$ cat src/rtl/int_rti_sequencer_pkg.sv
// Shared types and defaults for the interrupt entry / RTI return sequencer.
package int_rti_sequencer_pkg;

    localparam logic [15:0] VecAddrDefault = 16'h0000;
    localparam int unsigned FlagWDefault   = 3;

    typedef enum logic [3:0] {
        StIdle,
        StIDrain,
        StPushH,
        StPushL,
        StPushF,
        StVec0,
        StVec1,
        StILoad,
        StRDrain,
        StPopF,
        StPopL,
        StPopH,
        StRLoad
    } seq_state_e;

    // The memory port belongs to the sequencer once the pipeline memory stage has drained.
    function automatic logic is_mem_owner(seq_state_e s);
        return !(s inside {StIdle, StIDrain, StRDrain});
    endfunction

endpackage

$ cat src/rtl/int_rti_sequencer_if.sv
// Pipeline-facing signals of the interrupt sequencer; slave is the sequencer side.
interface int_rti_sequencer_if
    import int_rti_sequencer_pkg::*;
#(
    parameter int unsigned FLAG_W = FlagWDefault
) ();

    logic              int_req;
    logic              rti_ex;
    logic [31:0]       pc_resume;
    logic [FLAG_W-1:0] flags_in;
    logic              mem_stage_busy;
    logic [15:0]       mem_rdata;

    logic              stall_fetch;
    logic              flush_fd;
    logic              flush_de;
    logic              seq_mem_grant;
    logic              seq_push;
    logic              seq_pop;
    logic              seq_rd;
    logic [15:0]       seq_addr;
    logic [15:0]       seq_wdata;
    logic              pc_load;
    logic [31:0]       pc_load_val;
    logic              flags_load;
    logic [FLAG_W-1:0] flags_out;
    logic              int_ack;
    logic              in_handler;

    modport master (
        output int_req, rti_ex, pc_resume, flags_in, mem_stage_busy, mem_rdata,
        input  stall_fetch, flush_fd, flush_de, seq_mem_grant, seq_push, seq_pop, seq_rd,
        input  seq_addr, seq_wdata, pc_load, pc_load_val, flags_load, flags_out, int_ack,
        input  in_handler
    );

    modport slave (
        input  int_req, rti_ex, pc_resume, flags_in, mem_stage_busy, mem_rdata,
        output stall_fetch, flush_fd, flush_de, seq_mem_grant, seq_push, seq_pop, seq_rd,
        output seq_addr, seq_wdata, pc_load, pc_load_val, flags_load, flags_out, int_ack,
        output in_handler
    );

endinterface

$ cat src/rtl/int_rti_sequencer.sv
// Interrupt entry / RTI return sequencer: drains the pipe, pushes or pops {PC hi, PC lo, flags}
// over the stack port and redirects fetch.
module int_rti_sequencer
    import int_rti_sequencer_pkg::*;
#(
    parameter logic [15:0] VEC_ADDR = VecAddrDefault,
    parameter int unsigned FLAG_W   = FlagWDefault
) (
    input logic                clk,
    input logic                reset,
    int_rti_sequencer_if.slave bus
);

    seq_state_e        state_q, state_d;
    logic              pending_q, pending_d;
    logic              in_handler_q, in_handler_d;
    logic [31:0]       pc_hold_q, pc_hold_d;
    logic [FLAG_W-1:0] flag_hold_q, flag_hold_d;
    logic [15:0]       lo_hold_q, lo_hold_d;

    logic              stall_q, stall_d;
    logic              flush_q, flush_d;
    logic              grant_q, grant_d;
    logic              push_q, push_d;
    logic              pop_q, pop_d;
    logic              rd_q, rd_d;
    logic [15:0]       addr_q, addr_d;
    logic [15:0]       wdata_q, wdata_d;
    logic              pc_load_q, pc_load_d;
    logic              flags_load_q, flags_load_d;
    logic [FLAG_W-1:0] flags_out_q, flags_out_d;
    logic              int_ack_q, int_ack_d;

    always_comb begin
        state_d      = state_q;
        pending_d    = pending_q | bus.int_req;
        in_handler_d = in_handler_q;
        pc_hold_d    = pc_hold_q;
        flag_hold_d  = flag_hold_q;
        lo_hold_d    = lo_hold_q;

        unique case (state_q)
            StIdle: begin
                if (bus.rti_ex) begin
                    state_d = StRDrain;
                end else if ((pending_q || bus.int_req) && !in_handler_q) begin
                    state_d     = StIDrain;
                    pending_d   = 1'b0;
                    pc_hold_d   = bus.pc_resume;
                    flag_hold_d = bus.flags_in;
                end
            end
            StIDrain: if (!bus.mem_stage_busy) state_d = StPushH;
            StPushH:  state_d = StPushL;
            StPushL:  state_d = StPushF;
            StPushF:  state_d = StVec0;
            StVec0:   state_d = StVec1;
            StVec1: begin
                state_d   = StILoad;
                lo_hold_d = bus.mem_rdata;
            end
            StILoad: begin
                state_d      = StIdle;
                in_handler_d = 1'b1;
            end
            StRDrain: if (!bus.mem_stage_busy) state_d = StPopF;
            StPopF:   state_d = StPopL;
            StPopL: begin
                state_d     = StPopH;
                flag_hold_d = bus.mem_rdata[FLAG_W-1:0];
            end
            StPopH: begin
                state_d   = StRLoad;
                lo_hold_d = bus.mem_rdata;
            end
            StRLoad: begin
                state_d      = StIdle;
                in_handler_d = 1'b0;
            end
            default: state_d = StIdle;
        endcase

        // Outputs are decoded from the next state so they register alongside it.
        stall_d      = (state_d != StIdle);
        flush_d      = (state_q == StIdle) && (state_d != StIdle);
        grant_d      = is_mem_owner(state_d);
        push_d       = state_d inside {StPushH, StPushL, StPushF};
        pop_d        = state_d inside {StPopF, StPopL, StPopH};
        rd_d         = state_d inside {StVec0, StVec1};
        pc_load_d    = state_d inside {StILoad, StRLoad};
        int_ack_d    = (state_d == StILoad);
        flags_load_d = (state_d == StRLoad);

        wdata_d     = '0;
        addr_d      = '0;
        flags_out_d = '0;
        case (state_d)
            StPushH: wdata_d = pc_hold_q[31:16];
            StPushL: wdata_d = pc_hold_q[15:0];
            StPushF: wdata_d = 16'(flag_hold_q);
            StVec0:  addr_d = VEC_ADDR;
            StVec1:  addr_d = VEC_ADDR + 16'd1;
            StRLoad: flags_out_d = flag_hold_q;
            default: ;
        endcase
    end

    always_ff @(posedge clk) begin
        if (reset) begin
            state_q      <= StIdle;
            pending_q    <= 1'b0;
            in_handler_q <= 1'b0;
            pc_hold_q    <= '0;
            flag_hold_q  <= '0;
            lo_hold_q    <= '0;
            stall_q      <= 1'b0;
            flush_q      <= 1'b0;
            grant_q      <= 1'b0;
            push_q       <= 1'b0;
            pop_q        <= 1'b0;
            rd_q         <= 1'b0;
            addr_q       <= '0;
            wdata_q      <= '0;
            pc_load_q    <= 1'b0;
            flags_load_q <= 1'b0;
            flags_out_q  <= '0;
            int_ack_q    <= 1'b0;
        end else begin
            state_q      <= state_d;
            pending_q    <= pending_d;
            in_handler_q <= in_handler_d;
            pc_hold_q    <= pc_hold_d;
            flag_hold_q  <= flag_hold_d;
            lo_hold_q    <= lo_hold_d;
            stall_q      <= stall_d;
            flush_q      <= flush_d;
            grant_q      <= grant_d;
            push_q       <= push_d;
            pop_q        <= pop_d;
            rd_q         <= rd_d;
            addr_q       <= addr_d;
            wdata_q      <= wdata_d;
            pc_load_q    <= pc_load_d;
            flags_load_q <= flags_load_d;
            flags_out_q  <= flags_out_d;
            int_ack_q    <= int_ack_d;
        end
    end

    assign bus.stall_fetch   = stall_q;
    assign bus.flush_fd      = flush_q;
    assign bus.flush_de      = flush_q;
    assign bus.seq_mem_grant = grant_q;
    assign bus.seq_push      = push_q;
    assign bus.seq_pop       = pop_q;
    assign bus.seq_rd        = rd_q;
    assign bus.seq_addr      = addr_q;
    assign bus.seq_wdata     = wdata_q;
    assign bus.pc_load       = pc_load_q;
    // High half arrives on mem_rdata in the load cycle itself.
    assign bus.pc_load_val   = pc_load_q ? {bus.mem_rdata, lo_hold_q} : 32'h0;
    assign bus.flags_load    = flags_load_q;
    assign bus.flags_out     = flags_out_q;
    assign bus.int_ack       = int_ack_q;
    assign bus.in_handler    = in_handler_q;

endmodule

$ cat src/flat_wrapper.sv
// flat-port wrapper written by rule: the top's interface ports become plain ports
module int_rti_sequencer_flat import int_rti_sequencer_pkg::*;
#(
    parameter logic [15:0] VEC_ADDR = VecAddrDefault,
    parameter int unsigned FLAG_W   = FlagWDefault
)
  (clk, reset, bus_int_req, bus_rti_ex, bus_pc_resume, bus_flags_in, bus_mem_stage_busy, bus_mem_rdata, bus_stall_fetch, bus_flush_fd, bus_flush_de, bus_seq_mem_grant, bus_seq_push, bus_seq_pop, bus_seq_rd, bus_seq_addr, bus_seq_wdata, bus_pc_load, bus_pc_load_val, bus_flags_load, bus_flags_out, bus_int_ack, bus_in_handler);
  int_rti_sequencer_if #(.FLAG_W(FLAG_W)) bus_i ();
  input logic clk;
  input logic reset;
  input wire logic [$bits(bus_i.int_req)-1:0] bus_int_req;
  input wire logic [$bits(bus_i.rti_ex)-1:0] bus_rti_ex;
  input wire logic [$bits(bus_i.pc_resume)-1:0] bus_pc_resume;
  input wire logic [$bits(bus_i.flags_in)-1:0] bus_flags_in;
  input wire logic [$bits(bus_i.mem_stage_busy)-1:0] bus_mem_stage_busy;
  input wire logic [$bits(bus_i.mem_rdata)-1:0] bus_mem_rdata;
  output wire logic [$bits(bus_i.stall_fetch)-1:0] bus_stall_fetch;
  output wire logic [$bits(bus_i.flush_fd)-1:0] bus_flush_fd;
  output wire logic [$bits(bus_i.flush_de)-1:0] bus_flush_de;
  output wire logic [$bits(bus_i.seq_mem_grant)-1:0] bus_seq_mem_grant;
  output wire logic [$bits(bus_i.seq_push)-1:0] bus_seq_push;
  output wire logic [$bits(bus_i.seq_pop)-1:0] bus_seq_pop;
  output wire logic [$bits(bus_i.seq_rd)-1:0] bus_seq_rd;
  output wire logic [$bits(bus_i.seq_addr)-1:0] bus_seq_addr;
  output wire logic [$bits(bus_i.seq_wdata)-1:0] bus_seq_wdata;
  output wire logic [$bits(bus_i.pc_load)-1:0] bus_pc_load;
  output wire logic [$bits(bus_i.pc_load_val)-1:0] bus_pc_load_val;
  output wire logic [$bits(bus_i.flags_load)-1:0] bus_flags_load;
  output wire logic [$bits(bus_i.flags_out)-1:0] bus_flags_out;
  output wire logic [$bits(bus_i.int_ack)-1:0] bus_int_ack;
  output wire logic [$bits(bus_i.in_handler)-1:0] bus_in_handler;
  assign bus_i.int_req = bus_int_req;
  assign bus_i.rti_ex = bus_rti_ex;
  assign bus_i.pc_resume = bus_pc_resume;
  assign bus_i.flags_in = bus_flags_in;
  assign bus_i.mem_stage_busy = bus_mem_stage_busy;
  assign bus_i.mem_rdata = bus_mem_rdata;
  assign bus_stall_fetch = bus_i.stall_fetch;
  assign bus_flush_fd = bus_i.flush_fd;
  assign bus_flush_de = bus_i.flush_de;
  assign bus_seq_mem_grant = bus_i.seq_mem_grant;
  assign bus_seq_push = bus_i.seq_push;
  assign bus_seq_pop = bus_i.seq_pop;
  assign bus_seq_rd = bus_i.seq_rd;
  assign bus_seq_addr = bus_i.seq_addr;
  assign bus_seq_wdata = bus_i.seq_wdata;
  assign bus_pc_load = bus_i.pc_load;
  assign bus_pc_load_val = bus_i.pc_load_val;
  assign bus_flags_load = bus_i.flags_load;
  assign bus_flags_out = bus_i.flags_out;
  assign bus_int_ack = bus_i.int_ack;
  assign bus_in_handler = bus_i.in_handler;
  int_rti_sequencer #(.VEC_ADDR(VEC_ADDR), .FLAG_W(FLAG_W)) u_core (.clk(clk), .reset(reset), .bus(bus_i));
endmodule
$ cat config.mk
export PLATFORM = sky130hd
export DESIGN_NAME = int_rti_sequencer_flat
export DESIGN_NICKNAME = d
export VERILOG_FILES = /design/src/rtl/int_rti_sequencer_pkg.sv /design/src/rtl/int_rti_sequencer_if.sv /design/src/rtl/int_rti_sequencer.sv /design/src/flat_wrapper.sv
export SDC_FILE = /design/constraint.sdc
export NUM_CORES = 1
export LEC_CHECK = 0
export BUFFER_PORTS_ARGS = -buffer_cell sky130_fd_sc_hd__buf_2
export CORE_MARGIN = 4
export CORE_UTILIZATION = 49
export CTS_CLUSTER_SIZE = 28
export DETAILED_ROUTE_END_ITERATION = 7
export GPL_TIMING_DRIVEN = 0
export PLACE_DENSITY_LB_ADDON = 0.1
export SYNTH_ARGS = -nofsm -noshare
export SYNTH_HDL_FRONTEND = slang
export SYNTH_SLANG_ARGS = --single-unit
export TNS_END_PERCENT = 1
$ cat constraint.sdc
create_clock -name clk -period 2.8 [get_ports clk]
set_clock_uncertainty 0.2 [all_clocks]
set_input_delay 0.56 -clock clk [delete_from_list [all_inputs] [get_ports clk]]
set_output_delay 0.56 -clock clk [all_outputs]
set_load 0.01 [all_outputs]
==> results.md <==
- Crit Path Category: register to register
- Hold violation total from the final report: 0
- H-tree levels: 3
- CP Launch Type: register
- Number of remaining DRC errors: 0
- Vias in the first global route: 3078
- Cell types with the highest counts after synthesis: nand2_1 (93), dfxtp_1 (86), a21oi_1 (52), and2_1 (36), nor2_1 (32)
- Share of the synthesized area in the top cell type: 48.7%
- Setup repair after global routing missed its margin: false
- Floorplan Core Area: a little under 7000 µm²
- Layout cells sized above 1: 28.9%
- Inserted Clock Buffers: 9
- Overall global routing resource usage: 21.7%
- Clock insertion delay at the later pin of the skew report: 0.35 ns
- Switching power of the nets: 0.000975 W
- Detailed-route via count: 3268
- Total grt overflow: 0
- Final TNS setup: 0 ns
- Max frequency: 0.388 GHz
- Height of the chip: 92.9 µm
- NumNets Final: 622
- Die W: 92.9 µm
- Number of buffer cells added on primary ports: 117
- Maximum Capacitance Violations: 0
- Pin count of the biggest net entering global routing: 17
- Pre-Repair DR Iteration Count: 4
- Count of synthesis-stage warnings from yosys: 0
- Initial Util: slightly above 50%
- Clock tree buffer depth: 2
- Period Utilization, post-route: 92.0%
- Number of pins with negative max-slew slack in the final report: 0
- Number of violations reported at the end of detailed-routing iteration 0: 117
- Average wire per cell in the routed design: 13.6 µm
- Via-per-instance ratio: 4.90
- Transition at the pin with the smallest max-transition slack: 0.736 ns
- Synth Cell Area: 3530 µm²
- Overall routed net length: between 9 and 10 mm
- Count of unique library cells instantiated by Yosys: 38
- Share of synthesized registers carrying an async set or reset: 0%
- Cell count after synthesis: 424
- Post-layout min period: approximately 2.6 ns
- Peak supply drop: 0.313 mV
- CP Data Required Time: approximately 2.9 ns
- Final cell area excluding filler cells: 4540 µm²
- Wire length of the first global-routing pass: 14.9 mm
- Sinks on the clock net: 86
- Half-perimeter wire length after placement: 6.77 mm
- Biggest area consumer among synthesized cells: dfxtp_1
- Count of flip-flops with a built-in enable after synthesis: 0
- Synth-to-layout area growth: 28.7%
- Syn_area_per_cell: 8.33 µm²
- Hold Path Class: input port to register
- Kind of end point of the critical path: register
- Number of antenna violations at the first check in global routing: 0
- Remaining max-slew budget at the tightest pin: between 50% and 60%
- Placement-stage cell area: between 4000 and 5000 µm²
- Internal power: ~0.0022 W
- Antenna Violating Nets Remaining: 0
- FP Rows: 30
- Outcome: finished, final reports clean
- Dominant cell by count in the synthesized netlist: nand2_1
- Number of top-level pins: 134
- Final setup vio count: 0
- Clock transition at the registers of the reported paths: approximately 0.090 ns
- Diode insertion count for antenna repair: 0
- Top flip-flop cell by instance count after synthesis: dfxtp_1
- Crit path arrival time: around 2.6 ns
- Number of synthesized register bits: 86
- Leakage power summed over all cells: 2.19 nW
- TritonCTS clock tree: yes
- Seq pwr share: 43.3%
- Sw Ratio: a little under a third
- Final RePlAce weighted congestion: 0.876
- Die area: ~8600 µm²
- Number of hold-repair buffers added at the cts stage: 0
- Power Density: 697 nW/µm²
- Cell at the root of the clock tree: clkbuf_8
- Ranking of synthesized cells by area: dfxtp_1 (49%), nand2_1 (9.9%), a21oi_1 (7.4%), and2_1 (6.4%), mux2i_1 (5.4%)
- Portion of the post-synthesis area used by sequential elements: 48.7%
- Maximum net fanout on the critical path: 10
- Share of power burned in the clock network: 34.0%
- Relative contribution of combinational cells to total power: 22.6%
-- critical path, cell delays in order (launching register included) --
cell	delay, ns
dfxtp_1	0.30
buf_2	0.17
or4_4	0.55
nor4_4	0.42
nor3_1	0.19
clkbuf_2	0.23
buf_2	0.23
nand2_1	0.12
a21oi_1	0.07
-- layer usage --
metal,wire length (µm),GRT usage [%]
met5,0,0
met4,140,7.57
met1,4200,30.2
met2,4130,33.4
met3,625,4.47
-- repair_timing --
action | in CTS | in global routing
resized for setup | 0 | 2
setup endpoints to repair | 0 | 3
buffers inserted | 0 | 0
-- registers in the layout (all words and copies together) (netlist names), 3 cells and up --
signal and count:
u_core.pc_hold_q 32, u_core.flag_hold_q 3, u_core.bus.flags_out 3, u_core.state_q 4, u_core.bus.seq_wdata 16, u_core.lo_hold_q 16
-- logic make-up (layout without fill, tap and decap cells) --
family,after synthesis,count (layout),share of synthesized area (%)
and+or+nand+nor,201,201,27.1
DFF,86,86,48.7
AOI/OAI and AO/OA,66,66,10.2
buffers and inverters,47,180,7.23
muxes,22,22,6.34
other,1,15,0.106
xor gates and xnor gates,1,1,0.248
-- layout by cell type (no fill, tap or decap), types with 2 or more instances in the layout --
| master | instances |
|---|---|
| nor2b_1 | 4 |
| a21o_1 | 2 |
| conb_1 | 15 |
| and2_1 | 36 |
| mux2i_1 | 19 |
| mux2_2 | 3 |
| o21ai_1 | 2 |
| nor2_1 | 32 |
| nand3_1 | 7 |
| nand4_1 | 3 |
| or3_1 | 3 |
| dfxtp_1 | 86 |
| buf_2 | 123 |
| inv_8 | 2 |
| nor3_1 | 9 |
| a21oi_1 | 52 |
| nand2b_1 | 2 |
| buf_4 | 19 |
| nand3b_1 | 2 |
| or4_1 | 2 |
| o21ai_0 | 2 |
| clkbuf_1 | 20 |
| clkbuf_8 | 9 |
| bufinv_16 | 3 |
| nand2_1 | 93 |
| a32oi_1 | 3 |
-- power groups by stage --
| stage | Sequential (W) | Combinational [W] | Clock (W) |
|---|---|---|---|
| after floorplan | 0.00140 | 0.000485 | 0 |
| after CTS | 0.00137 | 0.000711 | 0.00110 |
| final | 0.00137 | 0.000716 | 0.00108 |
| after global placement | 0.00140 | 0.000703 | 0 |
| after global routing | 0.00138 | 0.000808 | 0.00114 |
| after detailed placement | 0.00140 | 0.000709 | 0 |
-- final cells by class --
class	count	area (µm²)
plain buffers	46	253
clock buffers	9	124
clock inverters	7	129
fillers	650	2360
inverters	1	3.75
multi-input cells	305	1610
flip-flops and latches	86	1720
well taps	96	120
repair buffers	117	586
-- path summary, 6_finish.rpt --
| check | from | end | slack (ns) | depth (start not counted) |
|---|---|---|---|---|
| setup reg to reg | u_core.state_q[1] | u_core.bus.seq_wdata[6] | 0.22 | 8 |
| hold / removal | bus_pc_resume[21] | u_core.pc_hold_q[21] | 0.23 | 3 |
| hold reg to reg | u_core.pc_hold_q[31] | u_core.pc_hold_q[31] | 0.26 | 2 |
| setup / recovery | u_core.state_q[1] | u_core.bus.seq_wdata[6] | 0.22 | 8 |
-- per-stage QoR --
stage / setup slack [ns] / hold slack [ns] / cells / total power (W) / util [%]
after detailed placement: 0.0495 / 0.247 / 651 / 0.00211 / 62.1
after floorplan: 0.548 / 0.232 / 438 / 0.00189 / -
after CTS: 0.181 / 0.222 / 667 / 0.00318 / 65.8
after global placement: 0.0869 / 0.242 / 651 / 0.00210 / 62.1
final: 0.223 / 0.231 / 667 / 0.00317 / 65.8
after global routing: 0.0580 / 0.225 / 667 / 0.00333 / 65.8
No activity file was read; power rests on OpenSTA's default activity.
